===== config.mk =====
export PLATFORM = sky130hd
export DESIGN_NAME = tpu_job_sequencer
export DESIGN_NICKNAME = d
export VERILOG_FILES = /design/src/rtl/tpu_pkg.sv /design/src/rtl/tpu_job_sequencer_phase_counter.sv /design/src/rtl/tpu_job_sequencer.sv
export SDC_FILE = /design/constraint.sdc
export NUM_CORES = 1
export LEC_CHECK = 0
export CORE_UTILIZATION = 45
export CTS_BUF_LIST = sky130_fd_sc_hd__clkbuf_8
export DETAILED_ROUTE_END_ITERATION = 10
export GPL_TIMING_DRIVEN = 0
export HOLD_SLACK_MARGIN = 0.1
export PLACE_DENSITY = 0.71
export SLEW_MARGIN = 20
export SYNTH_ARGS = -nofsm -noshare
export SYNTH_HDL_FRONTEND = slang
export SYNTH_HIERARCHICAL = 1
export SYNTH_SLANG_ARGS = --single-unit

===== constraint.sdc =====
create_clock -name CLOCK -period 4.3 [get_ports CLOCK]
set_clock_uncertainty 0.05 [all_clocks]
set_input_delay 0.86 -clock CLOCK [delete_from_list [all_inputs] [get_ports CLOCK]]
set_output_delay 0.86 -clock CLOCK [all_outputs]
set_load 0.01 [all_outputs]

===== src/rtl/tpu_pkg.sv =====
// tpu_pkg: shared states, control-word field positions and phase lengths for the job sequencer
package tpu_pkg;
  typedef logic [2:0] state_t;
  localparam state_t S_IDLE    = 3'd0;
  localparam state_t S_LOAD_W  = 3'd1;
  localparam state_t S_STREAM  = 3'd2;
  localparam state_t S_DRAIN   = 3'd3;
  localparam state_t S_WRITE   = 3'd4;
  localparam state_t S_NEXT    = 3'd5;
  localparam state_t S_DONE    = 3'd6;
  localparam state_t S_ACKWAIT = 3'd7;
  localparam int CW_CLEAR  = 0;
  localparam int CW_RUN    = 1;
  localparam int CW_ACK    = 2;
  localparam int CW_TILES  = 4;
  localparam int CW_BASE_A = 8;
  localparam int CW_BASE_R = 16;
  function automatic int row_phase_len(input int n);
    return n;
  endfunction
  function automatic int drain_phase_len(input int n);
    return 2 * n - 1;
  endfunction
endpackage


===== src/rtl/tpu_job_sequencer_phase_counter.sv =====
// phase_counter: loadable down-counter whose terminal count marks the last cycle of a timed phase
module phase_counter #(
  parameter int W = 4
) (
  input  logic         clk,
  input  logic         rst,
  input  logic         load,
  input  logic [W-1:0] load_val,
  output logic         tc
);
  logic [W-1:0] cnt_q;
  // load on phase entry, then count down and rest at zero
  always_ff @(posedge clk)
    if (rst) cnt_q <= '0;
    else if (load) cnt_q <= load_val;
    else if (cnt_q != '0) cnt_q <= cnt_q - 1'b1;
  assign tc = cnt_q == '0;
endmodule


===== src/rtl/tpu_job_sequencer.sv =====
// tpu_job_sequencer: latches an HPS job word and steps the systolic array through each tile
module tpu_job_sequencer
  import tpu_pkg::*;
#(
  parameter int Matrix_Size = 8,
  parameter int Data_Width  = 8,
  parameter int ADDR_W      = 16
) (
  input  logic                           CLOCK,
  input  logic                           RESET,
  input  logic [31:0]                    control_to_FPGA,
  output logic                           control_to_HPS,
  output logic                           busy,
  output logic                           rd_en,
  output logic [ADDR_W-1:0]              rd_addr,
  output logic                           w_load,
  output logic                           a_valid,
  output logic                           acc_clr,
  output logic                           wr_en,
  output logic [ADDR_W-1:0]              wr_addr,
  output logic [$clog2(Matrix_Size)-1:0] row_idx
);
  localparam int N = Matrix_Size;
  localparam int RW = $clog2(N);
  localparam int CW = $clog2(2 * N);
  localparam int dw_unused = Data_Width;
  localparam logic [CW-1:0] LEN_ROW = CW'(row_phase_len(N) - 1);
  localparam logic [CW-1:0] LEN_DRAIN = CW'(drain_phase_len(N) - 1);
  state_t state_q, state_d;
  logic [3:0] tile_q, tile_d, t_q, t_d;
  logic [RW-1:0] row_q, row_d;
  logic [7:0] a_q, a_d;
  logic [15:0] r_q, r_d;
  logic [CW-1:0] load_val;
  logic load, tc, clear, run, ack, unused_rsvd;
  logic [ADDR_W-1:0] rd_sum, wr_sum;
  assign clear = control_to_FPGA[CW_CLEAR];
  assign run = control_to_FPGA[CW_RUN];
  assign ack = control_to_FPGA[CW_ACK];
  assign unused_rsvd = control_to_FPGA[3];
  phase_counter #(.W(CW)) u_phase (
    .clk(CLOCK), .rst(RESET), .load(load), .load_val(load_val), .tc(tc)
  );
  // next-state: phase sequencing, job latch, and clear override
  always_comb begin
    state_d = state_q;
    tile_d = tile_q;
    row_d = row_q;
    t_d = t_q;
    a_d = a_q;
    r_d = r_q;
    load = 1'b0;
    load_val = LEN_ROW;
    case (state_q)
      S_IDLE, S_ACKWAIT:
        if (run && (state_q == S_IDLE || !ack)) begin
          t_d = control_to_FPGA[CW_TILES +: 4];
          a_d = control_to_FPGA[CW_BASE_A +: 8];
          r_d = control_to_FPGA[CW_BASE_R +: 16];
          tile_d = '0;
          row_d = '0;
          load = 1'b1;
          state_d = (t_d == '0) ? S_DONE : S_LOAD_W;
        end else if (state_q == S_ACKWAIT && !ack) state_d = S_IDLE;
      S_LOAD_W:
        if (tc) begin
          state_d = S_STREAM;
          row_d = '0;
          load = 1'b1;
        end else row_d = row_q + 1'b1;
      S_STREAM:
        if (tc) begin
          state_d = S_DRAIN;
          row_d = '0;
          load = 1'b1;
          load_val = LEN_DRAIN;
        end else row_d = row_q + 1'b1;
      S_DRAIN:
        if (tc) begin
          state_d = S_WRITE;
          load = 1'b1;
        end
      S_WRITE:
        if (tc) begin
          state_d = S_NEXT;
          row_d = '0;
        end else row_d = row_q + 1'b1;
      S_NEXT:
        if (tile_q + 4'd1 == t_q) state_d = S_DONE;
        else begin
          tile_d = tile_q + 4'd1;
          state_d = S_LOAD_W;
          load = 1'b1;
        end
      S_DONE: if (ack) state_d = S_ACKWAIT;
      default: state_d = S_IDLE;
    endcase
    if (clear) begin
      state_d = S_IDLE;
      tile_d = '0;
      row_d = '0;
    end
  end
  assign rd_sum = ADDR_W'(a_d) + (ADDR_W'(tile_d) << (RW + 1))
                + (state_d == S_STREAM ? ADDR_W'(N) : '0) + ADDR_W'(row_d);
  assign wr_sum = ADDR_W'(r_d) + (ADDR_W'(tile_d) << RW) + ADDR_W'(row_d);
  // state, counters and latched job fields
  always_ff @(posedge CLOCK)
    if (RESET) begin
      state_q <= S_IDLE;
      tile_q <= '0;
      row_q <= '0;
      t_q <= '0;
      a_q <= '0;
      r_q <= '0;
    end else begin
      state_q <= state_d;
      tile_q <= tile_d;
      row_q <= row_d;
      t_q <= t_d;
      a_q <= a_d;
      r_q <= r_d;
    end
  // outputs registered from the state being entered so they align with it
  always_ff @(posedge CLOCK)
    if (RESET) begin
      control_to_HPS <= 1'b0;
      busy <= 1'b0;
      rd_en <= 1'b0;
      rd_addr <= '0;
      w_load <= 1'b0;
      a_valid <= 1'b0;
      acc_clr <= 1'b0;
      wr_en <= 1'b0;
      wr_addr <= '0;
      row_idx <= '0;
    end else begin
      control_to_HPS <= state_d == S_DONE;
      busy <= !(state_d == S_IDLE || state_d == S_DONE || state_d == S_ACKWAIT);
      rd_en <= state_d == S_LOAD_W || state_d == S_STREAM;
      rd_addr <= (state_d == S_LOAD_W || state_d == S_STREAM) ? rd_sum : '0;
      w_load <= state_d == S_LOAD_W;
      a_valid <= state_d == S_STREAM;
      acc_clr <= state_d == S_LOAD_W && state_q != S_LOAD_W;
      wr_en <= state_d == S_WRITE;
      wr_addr <= state_d == S_WRITE ? wr_sum : '0;
      row_idx <= row_d;
    end
endmodule


# ---- Yosys cells after proc, flatten, opt, wreduce, memory -nomap -nowiden
# Cells that the tools add are included.
dict set report classes {
  add_sub_neg 8
  n_eq_ne 14
  n_mux 32
  bitwise_logic 2
  reduce_logical 21
}
# operator count
set ops {}
lappend ops {{two-way mux 3 bit} 13}
lappend ops {{two-way mux 16 bit} 2}
lappend ops {{two-way mux 4 bit} 8}
lappend ops {{== test 3 bit (second input constant)} 7}
lappend ops {{case mux 3 bit (7 select lines)} 1}
lappend ops {{adder 16 x 3 -> 16 bit} 1}
lappend ops {{adder 16 x 7 -> 16 bit} 1}
lappend ops {{two-way mux 8 bit} 2}
lappend ops {{adder 10 x 3 -> 11 bit} 1}
lappend ops {{adder 9 x 4 -> 10 bit} 1}
lappend ops {{adder 8 x 8 -> 9 bit} 1}
lappend ops {{== test 3 x 2 -> 1 bit (second input constant)} 3}
lappend ops {{zero test 4 bit} 2}
lappend ops {{case mux 4 bit (2 select lines)} 1}
lappend ops {{== test 3 x 1 -> 1 bit (second input constant)} 2}
lappend ops {{zero test 3 bit} 2}
lappend ops {{case mux 3 bit (2 select lines)} 1}
lappend ops {{OR reduction 2 bit} 3}
lappend ops {{OR reduction 3 bit} 2}
lappend ops {{adder 4 x 1 -> 4 bit (second input constant)} 1}
lappend ops {{== test 4 bit} 1}
lappend ops {{logical OR 1 bit} 4}
lappend ops {{nonzero test 4 bit} 1}
lappend ops {{subtractor 4 x 1 -> 4 bit (second input constant)} 1}
lappend ops {{9 further kinds} 15}
dict set report totals {
  reg_bits 81
  inputBits 34
  output_inout_bits 42
}

# ---- Depth between registers and ports, before layout
# Gate-level depths: netlist of the first run.
dict set report logic_depth {
  depth_word 10
  mapped_depth 15
  ltp_nobuf 15
}

# ---- By module
# Netlist of the first run, hierarchy kept.
# mod n_inst cells_each area_per_inst_um2 seq_area_each_um2
set modules_own_cells {}
lappend modules_own_cells {tpu_job_sequencer 1 446 3786.1 1401.3}
lappend modules_own_cells {phase_counter 1 24 229.0 80.1}

# ---- Least setup slack after synthesis of the first run
# Ideal clock, no wire load.
dict set report synth_timing {
  path_kind {input -> register}
  startpoint {input control_to_FPGA[2]}
  endpoint {register wr_addr[8]}
  setup_time_ps 122
  arrival_time_ps 3445
  t_required_ps 4128
  path_slack_ps 683
  cell_stages 13
  path_buffers 2
  path_cell_list {nand4b_1 -> a21bo_2 -> buf_6 -> clkbuf_1 -> nand2_1 -> nand2_1 -> ha_1 -> fa_1 -> a211oi_1 -> o21ai_0 -> a31o_2 -> o211ai_1 -> a21oi_1}
}
dict set report synth_between {
  elab_cells_between_ends 22
}
# item line_no
set synth_rtl {}
lappend synth_rtl {{from (decl)} tpu_job_sequencer.sv:11} ;# input logic [31:0] control_to_FPGA,
lappend synth_rtl {{zero test 1 bit} tpu_job_sequencer.sv:56} ;# if (run && (state_q == S_IDLE || !ack)) begin
lappend synth_rtl {{logical OR 1 bit} tpu_job_sequencer.sv:56}
lappend synth_rtl {{logical AND 1 bit} tpu_job_sequencer.sv:56}
lappend synth_rtl {{two-way mux 16 bit} tpu_job_sequencer.sv:56}
lappend synth_rtl {{two-way mux 16 bit} tpu_job_sequencer.sv:54} ;# case (state_q)
lappend synth_rtl {{via r_d[0]} tpu_job_sequencer.sv:33} ;# logic [15:0] r_q, r_d;
lappend synth_rtl {{adder 16 x 7 -> 16 bit} tpu_job_sequencer.sv:106} ;# assign wr_sum = ADDR_W'(r_d) + (ADDR_W'(tile_d) << RW) + ADDR_W'(row_d);
lappend synth_rtl {{adder 16 x 3 -> 16 bit} tpu_job_sequencer.sv:106}
lappend synth_rtl {{to (signal assigned)} tpu_job_sequencer.sv:146} ;# wr_addr <= state_d == S_WRITE ? wr_sum : '0;
lappend synth_rtl {{to (decl)} tpu_job_sequencer.sv:20} ;# output logic [ADDR_W-1:0] wr_addr,
# The timed path passes the listed nets, and every way through them passes these cells.
# A chain may end at the register's enable or synchronous reset.

# ---- Final worst setup path of the first run
dict set report layout_timing {
  startpoint {input control_to_FPGA[2]}
  endpoint {register wr_addr[12]}
}
dict set report layout_between {
  elab_cells_between_ends 22
}
# item line_no
set layout_rtl {}
lappend layout_rtl {{zero test 1 bit} tpu_job_sequencer.sv:56}
lappend layout_rtl {{logical OR 1 bit} tpu_job_sequencer.sv:56}
lappend layout_rtl {{logical AND 1 bit} tpu_job_sequencer.sv:56}
lappend layout_rtl {{two-way mux 4 bit} tpu_job_sequencer.sv:56}
lappend layout_rtl {{case mux 4 bit (2 select lines)} tpu_job_sequencer.sv:54}
lappend layout_rtl {{two-way mux 4 bit} tpu_job_sequencer.sv:98} ;# if (clear) begin
lappend layout_rtl {{via tile_d[0]} tpu_job_sequencer.sv:30} ;# logic [3:0] tile_q, tile_d, t_q, t_d;
lappend layout_rtl {{adder 16 x 7 -> 16 bit} tpu_job_sequencer.sv:106}
lappend layout_rtl {{adder 16 x 3 -> 16 bit} tpu_job_sequencer.sv:106}
# The timed path passes the listed nets, and every way through them passes these cells.

==> impl_metrics.ini, run 1 <==
[cts]
cts_tree = yes
clock_latency_ns = 0.34
clkTransAtPathRegs_ns = 0.08
post_cts_buffers = 0
cts_buffer_depth = 2
htreeDepth = 3
numCtsBuffers = 9
cts.sinks = 74
root_buffer = clkbuf_8
cts_hold_buf = 0

[place]
gp_congestion = 0.9047
portBuffers = 67
dp_hpwl_mm = 7.183
place_ws_ns = -0.5546
dpl_cell_area_sq_um = 4847

[synthesis]
syn_inst = 470
ys_ff_latch = 74
seq_area_frac_synth_pct = 36.90
yosys_warnings = 6
synth-main-ff-cell = dfxtp_1
synth_edf_count = 0
synth_area_sq_um = 4015
async_flop_share_pct = 0
synth_area_per_cell_sq_um = 8.543
yosysTopAreaCellShare_pct = 36.90
synthTopCellsByArea = dfxtp_1, nand2_1, ha_1
yosysTopAreaCell = dfxtp_1
yosys-top-cells-count = dfxtp_1, nand2_1, nor2_1, nor3_1, nor2b_1
ys_types = 68

[layout]
area_delta_synth_final_pct = 26.18
finalNetCount = 608
diodes = 0
finish.instance_area_sq_um = 5066
post-route-util_pct = 58.38
layout-drive-gt1-share_pct = 10.39

[critical_path]
arrival_ns = 4.23
worstPathMaxFanout = 10
worst_setup_path_start_kind = primary input
crit_path_end_kind = flip-flop
rr_worst_depth = 12
required_ns = 4.48
reg2reg_to = wr_addr[12]
r2r-start = tile_q[0]
path_class = in2reg
critPathLaunch = control_to_FPGA[2]
reg2reg_slack_ns = 0.54

[power_and_ir_drop]
power.density_nw_per_um2 = 358.8
power_leakage_nw = 2.067
vdd_drop_max_mv = 0.1686
power_w = 0.001818

[floorplan]
fp.dieW_um = 96.46
die_h_um = 96.46
ioPinCount = 76
start_util_pct = 46.27
row_count = 34
design.core.area_sq_um = 8678
dieArea_sq_um = 9305

[sta]
rsz0062_at_grt = false
fin_ws_ns = 0.2546
fin_crit_sh_pct = 94.08
drv_slew = 0
fmax_ghz = 0.2472
setup_viol = 0
period_minus_slack_ns = 4.045
tightest_slew_ns = 0.6174
slew_headroom_pct = 58.70
fin_tns_setup_ns = 0
timing.final.hold_violations = 0

[detailed_routing]
drtIter0Drc = 129
firstDrtPassIters = 4
avgRoutedWirePerCell_um = 14.24
viasPerCell = 5.363
drc = 0
totalWireLength_mm = 9.486
antenna_left = 0
vias = 3572

[grt]
grt_overflow_total = 0
grt_max_degree = 13
grt_pass1_wl_mm = 15.41
grt_util_all_layers_pct = 21.57
antenna_found_initial = 0
grt_pass1_vias = 3346

[hold_path]
worstHoldPathType = reg2reg
min_to = t_q[2]
holdPathStages = 2
min-delay-start = t_q[2]

[job]
drv_cap = 0

[run_status]
run_status = complete, no violations
==> cell usage in the layout, fill, tap and decap left out, types with 9 or more instances in the layout <==
cell             count
xnor2_1             11
clkdlybuf4s50_1     67
ha_1                18
inv_1               19
mux2i_1             13
nor3_1              23
nor2_1              38
conb_1               9
nand2_1             73
nand3_1              9
a21oi_1             17
clkbuf_8            12
o21a_1               9
nor2b_1             23
dfxtp_1             74
==> kinds of logic after synthesis <==
family / share of synthesized area (%)
multiplexers: 5.298
flip-flops: 36.90
AND/OR/NAND/NOR: 26.39
adder cells (fa/ha/maj): 6.607
AO/OA/AOI/OAI: 15.15
buffers and inverters: 4.955
XOR/XNOR: 4.518
other: 0.1870
==> worst max-delay path by stage <==
| stage | to | slack [ns] | depth (start not counted) |
|---|---|---|---|
| floorplan | wr_addr[8] | 0.68 | 13 |
| global placement | wr_addr[11] | -0.51 | 13 |
| detailed placement | wr_addr[9] | -0.55 | 13 |
| CTS | wr_addr[8] | 0.007 | 14 |
| global route | wr_addr[12] | 0.004 | 13 |
| finish | wr_addr[12] | 0.25 | 13 |
==> power by group <==
part / internal, W / switching [W] / leakage, nW / total [W]
Clock: 0.000255 / 0.000256 / 0.0907 / 0.000511
Sequential: 0.000739 / 0.0000310 / 0.603 / 0.000770
Combinational: 0.000247 / 0.000289 / 1.37 / 0.000536
==> critical path, stage by stage <==
cell and delay (ns):
clkdlybuf4s50_1 0.51, nand4b_1 0.19, a21bo_2 0.23, clkbuf_2 0.25
buf_2 0.27, nand3b_1 0.10, a21oi_1 0.27, ha_1 0.31
o21ai_0 0.20, o21a_1 0.25, nor4b_1 0.37, xnor2_1 0.11
a211oi_1 0.30
==> per-stage QoR <==
step,hold slack (ns),cells
6_report,0.4117,666
5_1_grt,0.4393,666
4_1_cts,0.4209,667
3_5_place_dp,0.4098,652
3_3_place_gp,0.4021,652
2_1_floorplan,0.3868,477
==> final cells by class <==
type	instances	area, sq um
clock buffer	12	165.2
tap	108	135.1
multi-input combinational	361	2392
clock inverter	3	23.77
fill	826	3612
inverter	19	71.32
sequential	74	1481
buffer	22	126.4
timing repair buffer	67	670.6
==> routing by layer <==
layer | wire length, um | vias up | part of all wire, % | GRT usage (%)
met4 | 207 | 0 | 2.2 | 9.559
met2 | 4584 | 82 | 48 | 36.85
li1 | - | 1795 | - | -
met5 | 0 | - | 0 | 0
met3 | 330 | 17 | 3.5 | 3.756
met1 | 4364 | 1678 | 46 | 26.45
==> repair_timing <==
action                                  in CTS  in global routing
gates resized for setup                      2                  8
endpoints found under the setup margin       7                  9
pin swaps                                    0                  0
==> state kept, by name (all words and copies together) (netlist names) <==
| name | cells |
|---|---|
| rd_en | 1 |
| a_q | 8 |
| state_q | 3 |
| w_load | 1 |
| row_idx | 3 |
| a_valid | 1 |
| busy | 1 |
| t_q | 4 |
| control_to_HPS | 1 |
| r_q | 16 |
| acc_clr | 1 |
| tile_q | 4 |
| rd_addr | 9 |
| u_phase/cnt_q | 4 |
| wr_addr | 16 |
| wr_en | 1 |
Note: power is estimated with default switching activity, not from simulation.
==> run 2: changes to the inputs <==
Settings changed: PLACE_DENSITY 0.71 to 0.68.
==> run 2 against run 1 <==
Effect of this change:
- power rose by 4.7%
- clock power rose by 17%
- hold slack improved by 0.0016 ns
- register-to-register slack improved by 0.04 ns
==> impl_metrics.ini, run 2 (synthesized netlist as in run 1, its figures left out) <==
[run_status]
run_status = complete, no violations

[sta]
tightest_slew_ns = 0.6491
timing.final.hold_violations = 0
drv_slew = 0
slew_headroom_pct = 56.58
rsz0062_at_grt = false
period_minus_slack_ns = 4.111
fmax_ghz = 0.2432
fin_tns_setup_ns = 0
holdWs_ns = 0.4133
setup_viol = 0
fin_crit_sh_pct = 95.61

[floorplan]
design.core.area_sq_um = 8678
start_util_pct = 46.27
fp.dieW_um = 96.46
die_h_um = 96.46
ioPinCount = 76
row_count = 34
dieArea_sq_um = 9305

[layout]
diodes = 0
layout_commonest_cell = dfxtp_1
area_delta_synth_final_pct = 26.96
finalNetCount = 608
mostFrequentLayoutCells = dfxtp_1, nand2_1, clkdlybuf4s50_1
layout-drive-gt1-share_pct = 10.39
top_regs = r_q: 16 flops, wr_addr: 16 flops, rd_addr: 9 flops

[critical_path]
required_ns = 4.48
worstPathBufferInverterCount = 1
cpPeakStageDelay_ns = 0.57
crit_chain = clkdlybuf4s50_1 -> nand2b_1 -> a31oi_1 -> o32ai_1 -> a22oi_1 -> nor2_1 -> ha_1 -> a21oi_1 -> o211ai_1 -> o41ai_4 -> o21a_1 -> nor3_1
crit_family = compound AO/OA/AOI/OAI gates
path_class = in2reg
worstPathMaxFanout = 9
worst_setup_path_start_kind = primary input
arrival_ns = 4.29
crit_slowest_cell = o41ai_4
crit_path_end_kind = flip-flop

[cts]
numCtsBuffers = 9
root_buffer = clkbuf_8
cts_tree = yes
clock_latency_ns = 0.35
cts_buffer_depth = 2
htreeDepth = 3
clkTransAtPathRegs_ns = 0.08
cts.sinks = 74

[power_and_ir_drop]
power.density_nw_per_um2 = 373.4
power_w = 0.001903
power_leakage_nw = 2.086
vdd_drop_max_mv = 0.1571

[grt]
grt_max_degree = 13
grt_overflow_total = 0
grt_pass1_wl_mm = 15.41
grt_pass1_vias = 3271
antenna_found_initial = 0
grt_util_all_layers_pct = 21.73

[detailed_routing]
totalWireLength_mm = 9.651
drtIter0Drc = 141
antenna_left = 0
drc = 0
firstDrtPassIters = 7
vias = 3545
avgRoutedWirePerCell_um = 14.49
viasPerCell = 5.323

[place]
portBuffers = 67
gp_congestion = 0.8552
dp_hpwl_mm = 7.098

[hold_path]
worstHoldPathType = reg2reg

[job]
drv_cap = 0
run 2: cell count changes in the layout (fill, tap and decap cells not counted), moves of 2 or more:
cell	before	now
clkbuf_8	12	10
clkinv_2	0	2
bufinv_16	0	2
clkinvlp_4	2	0
run 2: timing repair:
item | 4_1_cts | 5_1_grt
gates resized for setup | 3 | 8
setup endpoints to repair | 7 | 12
hold buffers | 0 | 0
setup buffers | 0 | 0
run 2: area by class of cell:
| type | instances | area, sq um |
|---|---|---|
| clock inverter | 5 | 78.83 |
| sequential | 74 | 1481 |
| multi-input combinational | 361 | 2396 |
| fill | 814 | 3581 |
| inverter | 19 | 71.32 |
| clock buffer | 10 | 137.6 |
| tap | 108 | 135.1 |
| buffer | 22 | 126.4 |
| timing repair buffer | 67 | 670.6 |
run 2: final timing paths:
check                                         from         end  slack (ns)  cells after the start
worst max register to register           tile_q[0]  wr_addr[9]        0.58                     12
worst min register to register              t_q[2]      t_q[2]        0.41                      2
worst max-delay path            control_to_FPGA[2]  wr_addr[9]        0.19                     12
worst min-delay path                        t_q[2]      t_q[2]        0.41                      2
run 2: routing by layer:
layer  part of all wire, %  vias up  GRT usage, %  routed length [um]
met5                     0        -             0                   0
met4                   1.8        0         9.069                 175
met3                   4.3       17         3.365                 416
met2                    47      109         36.50                4567
met1                    47     1629         27.65                4491
li1                      -     1790             -                   -
run 2: metrics by stage:
stage	utilization (%)	cell area (sq um)	setup slack, ns	std cells
CTS	58.55	5081	0.08545	667
global route	58.74	5097	0.002020	666
detailed placement	55.85	4847	-0.6043	652
global placement	55.85	4847	-0.5392	652
finish	58.74	5097	0.1886	666
floorplan	-	4041	0.6831	477
run 2: where the power goes:
group | total [W] | internal (W) | leakage [nW] | switching [W]
Clock | 0.000599 | 0.000338 | 0.112 | 0.000261
Combinational | 0.000532 | 0.000246 | 1.37 | 0.000287
Sequential | 0.000772 | 0.000739 | 0.603 | 0.0000322
Total | 0.00190 | 0.00132 | 2.09 | 0.000580
run 2: worst min-delay path: stages, from the launching register on:
cell,delay (ns)
dfxtp_1,0.32
nand2_1,0.05
a21oi_1,0.05
==> run 3: changes to the inputs <==
Settings changed: TNS_END_PERCENT set to 1.
==> results of run 3 <==
The final DEF is identical to that of run 2; final timing and power are the same.
